[src/rtl/timer_irq_pkg.sv]
`default_nettype none
// ============================================================================
// Module   : timer_irq_pkg
// Brief    : Shared types and constants for the timer interrupt scheduler.
// Revision : 1.0 - initial release
// ============================================================================
package timer_irq_pkg;

    typedef enum logic [1:0] {
        IDLE   = 2'd0,
        ARB    = 2'd1,
        ASSERT = 2'd2,
        GAP    = 2'd3
    } sched_state_t;

    localparam int          MISS_CNT_W      = 16;
    localparam logic [31:0] DEF_ACK_TIMEOUT = 32'd10000;
    localparam logic [31:0] DEF_HOLDOFF     = 32'd4;

endpackage
`default_nettype wire

[src/rtl/timer_irq_arb.sv]
`default_nettype none
// ============================================================================
// Module   : timer_irq_arb
// Brief    : Combinational picker: first set request at or after start, wrapping.
// Revision : 1.0 - initial release
// ============================================================================
module timer_irq_arb #(
    parameter int NUM_SRC = 15,
    parameter int VEC_W   = 4
) (
    input  logic [NUM_SRC-1:0] req,
    input  logic [VEC_W-1:0]   start,
    output logic [VEC_W-1:0]   grant,
    output logic               grant_vld
);

    // Scanning from the far end means the nearest hit to start is assigned last.
    always_comb begin
        grant     = '0;
        grant_vld = 1'b0;
        for (int k = NUM_SRC - 1; k >= 0; k--) begin
            int                 idx;
            logic [NUM_SRC-1:0] w_shifted;
            idx = int'(start) + k;
            if (idx >= NUM_SRC) begin
                idx = idx - NUM_SRC;
            end
            w_shifted = req >> idx;
            if (w_shifted[0]) begin
                grant     = VEC_W'(idx);
                grant_vld = 1'b1;
            end
        end
    end

endmodule
`default_nettype wire

[src/rtl/timer_irq_sched.sv]
`default_nettype none
// ============================================================================
// Module   : timer_irq_sched
// Brief    : Latches source edges, arbitrates, drives MicroBlaze irq with ack
//            timeout. Define TIMER_IRQ_RR_EN for round-robin arbitration.
// Revision : 1.0 - initial release
// ============================================================================
module timer_irq_sched
    import timer_irq_pkg::*;
#(
    parameter int          NUM_SRC     = 15,
    parameter int          VEC_W       = 4,
    parameter logic [31:0] ACK_TIMEOUT = DEF_ACK_TIMEOUT,
    parameter logic [31:0] HOLDOFF     = DEF_HOLDOFF
) (
    input  logic                  clk_100,
    input  logic                  rst_100,
    input  logic [NUM_SRC-1:0]    irq_src,
    input  logic [NUM_SRC-1:0]    irq_mask,
    input  logic                  irq_ack,
    output logic                  irq_out,
    output logic [VEC_W-1:0]      irq_vec,
    output logic [NUM_SRC-1:0]    pend_o,
    output logic [MISS_CNT_W-1:0] miss_cnt,
    output logic                  timeout_o
);

    sched_state_t            r_state;
    sched_state_t            w_state_next;
    logic [NUM_SRC-1:0]      r_src_d;
    logic [NUM_SRC-1:0]      r_pend;
    logic [MISS_CNT_W-1:0]   r_miss_cnt;
    logic                    r_irq_out;
    logic [VEC_W-1:0]        r_irq_vec;
    logic                    r_timeout;
    logic [31:0]             r_wait_cnt;
    logic [31:0]             r_gap_cnt;

    logic [NUM_SRC-1:0]      w_edge;
    logic [NUM_SRC-1:0]      w_req_unmasked;
    logic [NUM_SRC-1:0]      w_arb_req;
    logic [NUM_SRC-1:0]      w_clr;
    logic [NUM_SRC-1:0]      w_lost;
    logic [VEC_W-1:0]        w_start;
    logic [VEC_W-1:0]        w_grant;
    logic                    w_grant_vld;
    logic                    w_ack_done;
    logic                    w_timeout_hit;
    logic [MISS_CNT_W:0]     w_miss_sum;
    logic [MISS_CNT_W-1:0]   w_miss_next;

    assign w_edge         = irq_src & ~r_src_d;
    assign w_req_unmasked = r_pend & ~irq_mask;
    // A mask change during ARB must not strand the service: fall back to raw pend.
    assign w_arb_req      = (|w_req_unmasked) ? w_req_unmasked : r_pend;

`ifdef TIMER_IRQ_RR_EN
    logic [VEC_W-1:0] r_last_winner;

    assign w_start = (r_last_winner == VEC_W'(NUM_SRC - 1)) ? '0 : r_last_winner + 1'b1;

    always_ff @(posedge clk_100 or posedge rst_100) begin
        if (rst_100) begin
            r_last_winner <= VEC_W'(NUM_SRC - 1);
        end else if (r_state == ARB && w_grant_vld) begin
            r_last_winner <= w_grant;
        end
    end
`else
    assign w_start = '0;
`endif

    timer_irq_arb #(
        .NUM_SRC (NUM_SRC),
        .VEC_W   (VEC_W)
    ) u_arb (
        .req       (w_arb_req),
        .start     (w_start),
        .grant     (w_grant),
        .grant_vld (w_grant_vld)
    );

    always_comb begin
        w_state_next  = r_state;
        w_ack_done    = 1'b0;
        w_timeout_hit = 1'b0;
        case (r_state)
            IDLE: begin
                if (|w_req_unmasked) begin
                    w_state_next = ARB;
                end
            end
            ARB: begin
                w_state_next = ASSERT;
            end
            ASSERT: begin
                if (irq_ack) begin
                    w_ack_done   = 1'b1;
                    w_state_next = GAP;
                end else if (r_wait_cnt == ACK_TIMEOUT - 32'd1) begin
                    w_timeout_hit = 1'b1;
                    w_state_next  = GAP;
                end
            end
            GAP: begin
                if (r_gap_cnt == HOLDOFF - 32'd1) begin
                    w_state_next = IDLE;
                end
            end
            default: w_state_next = IDLE;
        endcase
    end

    always_comb begin
        w_clr = '0;
        for (int i = 0; i < NUM_SRC; i++) begin
            w_clr[i] = (w_ack_done || w_timeout_hit) && (r_irq_vec == VEC_W'(i));
        end
    end

    // A fresh edge on a bit being cleared re-arms it and is not counted as lost.
    assign w_lost = w_edge & r_pend & ~w_clr;

    always_comb begin
        w_miss_sum = {1'b0, r_miss_cnt};
        for (int i = 0; i < NUM_SRC; i++) begin
            w_miss_sum = w_miss_sum + (MISS_CNT_W + 1)'(w_lost[i]);
        end
        w_miss_next = w_miss_sum[MISS_CNT_W] ? '1 : w_miss_sum[MISS_CNT_W-1:0];
    end

    always_ff @(posedge clk_100 or posedge rst_100) begin
        if (rst_100) begin
            r_state    <= IDLE;
            r_src_d    <= '0;
            r_pend     <= '0;
            r_miss_cnt <= '0;
            r_irq_out  <= 1'b0;
            r_irq_vec  <= '0;
            r_timeout  <= 1'b0;
            r_wait_cnt <= '0;
            r_gap_cnt  <= '0;
        end else begin
            r_state    <= w_state_next;
            r_src_d    <= irq_src;
            r_pend     <= (r_pend & ~w_clr) | w_edge;
            r_miss_cnt <= w_miss_next;
            r_irq_out  <= (w_state_next == ASSERT);
            if (r_state == ARB && w_grant_vld) begin
                r_irq_vec <= w_grant;
            end
            if (w_timeout_hit) begin
                r_timeout <= 1'b1;
            end
            r_wait_cnt <= (r_state == ASSERT) ? r_wait_cnt + 32'd1 : 32'd0;
            r_gap_cnt  <= (r_state == GAP) ? r_gap_cnt + 32'd1 : 32'd0;
        end
    end

    assign irq_out   = r_irq_out;
    assign irq_vec   = r_irq_vec;
    assign pend_o    = r_pend;
    assign miss_cnt  = r_miss_cnt;
    assign timeout_o = r_timeout;

endmodule
`default_nettype wire

[config.mk]
export PLATFORM = sky130hd
export DESIGN_NAME = timer_irq_sched
export DESIGN_NICKNAME = d
export VERILOG_FILES = /design/src/rtl/timer_irq_pkg.sv /design/src/rtl/timer_irq_arb.sv /design/src/rtl/timer_irq_sched.sv
export SDC_FILE = /design/constraint.sdc
export NUM_CORES = 1
export LEC_CHECK = 0
export CAP_MARGIN = 25
export CORE_MARGIN = 1
export CORE_UTILIZATION = 34
export DETAILED_ROUTE_END_ITERATION = 10
export GPL_ROUTABILITY_DRIVEN = 0
export SETUP_SLACK_MARGIN = 0.05
export SLEW_MARGIN = 20
export SYNTH_ARGS = -nofsm -noshare
export SYNTH_HDL_FRONTEND = slang
export SYNTH_HIERARCHICAL = 1
export SYNTH_SLANG_ARGS = --single-unit
[constraint.sdc]
create_clock -name clk_100 -period 11.6 [get_ports clk_100]
set_input_delay 1.74 -clock clk_100 [delete_from_list [all_inputs] [get_ports clk_100]]
set_output_delay 1.74 -clock clk_100 [all_outputs]
set_load 0.01 [all_outputs]
==> impl_metrics.json, run 1 <==
{
  "status": "complete, no violations",
  "path_max_fanout": 11,
  "share_comb_of_total_power_pct": 53.9,
  "internal_power_mw": 1.28,
  "yosys.area.top_type": "dfrtp_1",
  "synth_common_cells": "nor2_1, nand2_1, dfrtp_1, inv_1, a21oi_1",
  "min_period_ns": 6.93,
  "grt_pass1_wl_mm": 65.1,
  "netlist_area_um2": 12700,
  "highest_layer": "met4",
  "ys_ff_latch": 118,
  "peakVddDrop_mv": 0.153,
  "io_buffers": 69,
  "coreArea_um2": 36700,
  "track_usage_pct": 21.4,
  "die_w_um": 195,
  "antennaDiodeCount": 0,
  "postLayoutCellArea_um2": 14400,
  "tns_ns": 0,
  "ys_seq_area_share_pct": 23.2,
  "seqPwrFrac_pct": 23.6,
  "p_total_mw": 2.28,
  "finalHoldWorstSlack_ns": 0.446,
  "worst_pin_slew_ns": 0.984,
  "leakage_nw": 6.04,
  "dp.cells": 2049,
  "ys_types": 101,
  "via_per_inst": 5.96,
  "placed_cell_area_um2": 13800,
  "crit_arrival_ns": 7.20,
  "yosysMostFrequentCell": "nor2_1",
  "critPathRequiredTime_ns": 11.87,
  "met1_length_mm": 17.5,
  "drt_iter0_drc": 1202,
  "root_buffer": "clkbuf_16",
  "drv_slew": 0,
  "via_count": 12400,
  "htreeDepth": 4,
  "drive_gt1_share_pct": 8.98,
  "grt_max_degree": 101,
  "tritoncts": "yes",
  "finalHoldViolCount": 0,
  "fmaxAchievable_ghz": 0.144,
  "path_class": "in2reg",
  "finalNonFillerCells": 2082,
  "overflow": 0,
  "wirelength_mm": 41.5,
  "dr_wl_met3_mm": 3.95,
  "synth.top_cell.area_share_pct": 23.2,
  "synth_edf_count": 0,
  "met2WireLength_mm": 18.9,
  "clk_latency_ns": 0.42,
  "yosys_warnings": 6,
  "dp.final_hpwl_mm": 29.0,
  "ant_nets": 0,
  "finalSetupViolCount": 0,
  "synth.area.top_cells": "dfrtp_1, mux2i_1, ha_1",
  "fin_nets": 1694,
  "hp-class": "reg2reg",
  "endpoint_kind": "register",
  "die_area_um2": 38200,
  "syn_inst": 1563,
  "cts_buffers": 17,
  "antenna_found_initial": 0,
  "p_sw_share_pct": 43.8,
  "grt_pass1_vias": 11800,
  "fin_crit_sh_pct": 59.8,
  "clkPwrFrac_pct": 22.5,
  "drv_cap": 0,
  "drc": 0,
  "avgSynthCellArea_um2": 8.14,
  "max_slew_margin_pct": 33.4,
  "wl_per_cell_um": 19.9,
  "num_rows": 70,
  "cts.repair.resized": 0,
  "pwr_density_cell_nw_per_um2": 158,
  "clk_path_buf_depth": 2,
  "die_y_um": 195,
  "cts_sinks": 118,
  "cts_hold_buf": 0,
  "post-cts-setup-buffer-count": 0,
  "area_delta_synth_final_pct": 13.4,
  "initial_core_util_pct": 34.7,
  "ys.flop_type": "dfrtp_1",
  "async_flop_share_pct": 100,
  "rsz0062_at_grt": "false",
  "clock_skew_ns": 0.0125,
  "ios": 70,
  "path_clk_slew_ns": 0.05,
  "switchingPower_mw": 0.997,
  "critPathLaunchType": "input pin",
  "dr.pass1.iters": 7
}
## placed cells by master (no fill, tap or decap), types with 48 or more instances in the layout
cell type	instances
mux2i_1	76
xnor2_1	67
o21ai_0	81
nand3_1	62
dfrtp_1	118
nand2_1	145
ha_1	48
a21oi_1	82
clkdlybuf4s50_1	69
nor2_1	154
inv_1	85
## through the flow
stage                     utilization, %  worst slack, ns
after global placement              37.6             4.36
after global routing                39.3             4.30
after CTS                           39.2             4.64
final                               39.3             4.67
after detailed placement            37.6             4.25
after floorplan                        -             5.13
## worst max-delay path, stage by stage
cell             delay [ns]
clkdlybuf4s50_1        0.45
nor2_1                 0.13
o21a_1                 0.34
o21ai_0                0.15
or3_1                  0.36
fa_1                   0.55
inv_1                  0.06
fa_1                   0.52
inv_1                  0.06
fa_1                   0.48
inv_1                  0.06
fa_1                   0.48
ha_1                   0.26
fa_1                   0.41
a21oi_1                0.31
o211a_1                0.27
nor3_1                 0.11
nand2_1                0.32
o21ai_0                0.15
## worst paths after layout
check                           slack, ns           from       endpoint  cells after the start
worst min register to register       0.45    r_src_d[13]     pend_o[13]                      1
min in group asynchronous            1.75        rst_100      pend_o[0]                      2
worst max-delay path                 4.67        irq_ack    miss_cnt[3]                     19
worst max register to register       5.53  r_wait_cnt[0]    miss_cnt[3]                     20
worst min-delay path                 0.45    r_src_d[13]     pend_o[13]                      1
max in group asynchronous            8.87        rst_100  r_gap_cnt[12]                      4
## state kept, by name, summed over array words and instances (netlist names)
signal,count
irq_vec,4
r_gap_cnt,32
r_wait_cnt,32
r_src_d,15
pend_o,15
timeout_o,1
irq_out,1
r_state,2
miss_cnt,16
## cell type report
class | count | area (um2)
Clock buffer | 19 | 453
Clock inverter | 12 | 119
Fill cell | 3700 | 22300
Inverter | 90 | 340
Multi-Input combinational cell | 1284 | 9070
Sequential cell | 118 | 2950
Tap cell | 468 | 586
Timing Repair Buffer | 91 | 891
## cells by family (layout without fill, tap and decap cells)
family | after synthesis | after routing | synth area share [%]
other | 1 | 34 | 0.0295
flip-flops | 118 | 118 | 23.2
AO/OA/AOI/OAI | 378 | 378 | 20.4
AND/OR/NAND/NOR | 583 | 583 | 23.8
multiplexers | 121 | 121 | 12.1
XOR/XNOR | 109 | 109 | 7.57
adder cells (fa/ha/maj) | 59 | 59 | 6.45
buffers and inverters | 194 | 212 | 6.48
## per-layer routing
metal / track usage, % / vias up
met3: 4.87 / 89
met1: 28.5 / 6018
li1: - / 5721
met4: 6.74 / 0
met5: 0 / -
met2: 34.3 / 576
## power by group through the flow
stage	Combinational (mW)	Clock (mW)	Sequential [mW]
4_1_cts	1.14	0.523	0.538
2_1_floorplan	0.827	0	0.534
3_3_place_gp	1.12	0	0.545
6_report	1.23	0.513	0.538
5_1_grt	1.33	0.539	0.545
3_5_place_dp	1.13	0	0.543
Note: power is estimated with default switching activity, not from simulation.
==> run 2: changes to the inputs <==
==> constraint.sdc (replaced) <==
create_clock -name clk_100 -period 5.6 [get_ports clk_100]
set_input_delay 0.84 -clock clk_100 [delete_from_list [all_inputs] [get_ports clk_100]]
set_output_delay 0.84 -clock clk_100 [all_outputs]
set_load 0.01 [all_outputs]
==> run 2 against run 1 <==
- global-route usage is 0.34 points higher
- first-iteration DRC count is 12% lower
- sequential share of layout area is 0.60 points lower
- clock skew hardly changed
- worst hold slack worse by 0.0028 ns
- cell count is 2.4% higher
- clock power is 100% higher
- routed wire length is 0.75% higher
- setup slack worse by 4.4 ns
==> impl_metrics.json, run 2 (synthesis gave the netlist of run 1 again) <==
{
  "status": "complete, no violations",
  "max_slew_margin_pct": 35.4,
  "tns_ns": 0,
  "num_rows": 70,
  "tritoncts": "yes",
  "peakVddDrop_mv": 0.312,
  "root_buffer": "clkbuf_16",
  "min_period_ns": 5.36,
  "path_class": "in2reg",
  "dp.final_hpwl_mm": 30.2,
  "drt_iter0_drc": 1059,
  "fin_crit_sh_pct": 95.6,
  "cts_buffers": 17,
  "finalSetupViolCount": 0,
  "finalNonFillerCells": 2131,
  "clk_path_buf_depth": 2,
  "hp-class": "reg2reg",
  "grt_pass1_wl_mm": 66.3,
  "placed_cell_area_um2": 14100,
  "clock_skew_ns": 0.0121,
  "crit_arrival_ns": 5.65,
  "drv_slew": 0,
  "finalHoldViolCount": 0,
  "grt_pass1_vias": 12000,
  "antenna_found_initial": 3,
  "critPathRequiredTime_ns": 5.90,
  "pwr_density_cell_nw_per_um2": 329,
  "drv_cap": 0,
  "final_cell_mix": "nor2_1, nand2_1, dfrtp_1",
  "cp_cell_sequence": "clkdlybuf4s50_1 > nor2_2 > o21a_4 > o21ai_1 > or3_4 > fa_1 > inv_1 > fa_1 > inv_1 > fa_1 > inv_1 > fa_1 > ha_2 > fa_2 > a21oi_2 > o211a_1 > buf_4 > o21ai_0 > mux2_2",
  "die_w_um": 195,
  "die_y_um": 195,
  "utilization_pct": 40.5,
  "endpoint_kind": "register",
  "leakage_nw": 6.29,
  "crit_top_cell": "fa_1",
  "path_clk_slew_ns": 0.05,
  "cp.depth": 19,
  "hold_depth": 1,
  "cts_sinks": 118,
  "path_max_fanout": 7,
  "finalHoldWorstSlack_ns": 0.443,
  "final_common_cell": "nor2_1",
  "ios": 70,
  "drc": 0,
  "fmaxAchievable_ghz": 0.187,
  "dp.cells": 2093,
  "critPathMaxStageDelay_ns": 0.53,
  "io_buffers": 69,
  "die_area_um2": 38200,
  "clk_latency_ns": 0.42,
  "grt_max_degree": 101,
  "critPathLaunchType": "input pin",
  "overflow": 0,
  "initial_core_util_pct": 34.7,
  "fin_nets": 1741,
  "area_delta_synth_final_pct": 16.8,
  "drive_gt1_share_pct": 12.3,
  "wirelength_mm": 41.8,
  "via_count": 12500,
  "postLayoutCellArea_um2": 14900,
  "wl_per_cell_um": 19.6,
  "r2r_cells": 19,
  "critPathBufInv": 5,
  "coreArea_um2": 36700,
  "dr.pass1.iters": 7,
  "ant_nets": 0,
  "critPathSlowestCell": "fa_1",
  "crit_family": "adder cells",
  "via_per_inst": 5.85,
  "track_usage_pct": 21.8,
  "worst_pin_slew_ns": 0.954,
  "htreeDepth": 4,
  "rsz0062_at_grt": "false",
  "fillCellCount": 3663
}
## run 2: changes by cell type in the layout (fill, tap and decap cells not counted), moves of 3 or more
cell,previous run,this run
o21ai_1,2,5
buf_4,19,66
inv_6,5,1
clkbuf_1,0,3
o21ai_0,81,76
## run 2: per-stage QoR
stage	total power, mW	setup slack, ns
2_1_floorplan	2.82	0.136
3_3_place_gp	3.58	-0.415
3_5_place_dp	3.61	-0.453
4_1_cts	4.71	0.0520
5_1_grt	5.21	0.0519
6_report	4.89	0.244
## run 2: final timing paths
| kind | startpoint | endpoint | slack [ns] |
|---|---|---|---|
| max | irq_ack | miss_cnt[15] | 0.24 |
| min | r_src_d[6] | pend_o[6] | 0.44 |
| max reg2reg | r_wait_cnt[19] | miss_cnt[15] | 0.26 |
| min reg2reg | r_src_d[6] | pend_o[6] | 0.44 |
| max in group asynchronous | rst_100 | miss_cnt[5] | 3.90 |
| min in group asynchronous | rst_100 | r_gap_cnt[27] | 0.83 |
## run 2: repair_timing
item	4_1_cts	5_1_grt
cloned	0	0
setup endpoints to repair	16	16
hold endpoints to repair	0	0
resized for setup	4	20
setup buffers	1	2
hold buffers	0	0
pin swaps	2	7
## run 2: per-layer routing
layer	track usage, %	share of wire [%]
met3	5.20	8.7
met1	29.2	44
met2	34.3	45
met4	7.12	2.6
met5	0	0.026
## run 2: cell type report
cell class | count | area [um2] | share of cell area [%]
Multi-Input combinational cell | 1284 | 9160 | 61.7
Clock inverter | 11 | 129 | 0.868
Sequential cell | 118 | 2950 | 19.9
Timing Repair Buffer | 138 | 1240 | 8.36
Inverter | 90 | 340 | 2.29
Tap cell | 468 | 586 | 3.94
Antenna cell | 2 | 5.00 | 0.0337
Clock buffer | 20 | 437 | 2.94
## run 2: report_power, final
group	switching [mW]	total (mW)	internal, mW
registers	0.141	1.12	0.974
clock network	0.393	1.05	0.653
logic	1.55	2.73	1.18
## run 2: worst register-to-register path: stages, from the launching register on
cell and delay, ns:
dfrtp_1 0.43, nor4_4 0.30, nand4_1 0.24, o21a_4 0.31
buf_4 0.15, o21ai_2 0.16, nor2_1 0.08, fa_1 0.51
inv_1 0.06, fa_1 0.51, fa_1 0.55, inv_1 0.06
fa_1 0.48, ha_2 0.20, fa_2 0.35, a21oi_2 0.16
o211a_1 0.21, buf_4 0.13, o21ai_0 0.07, mux2_2 0.27
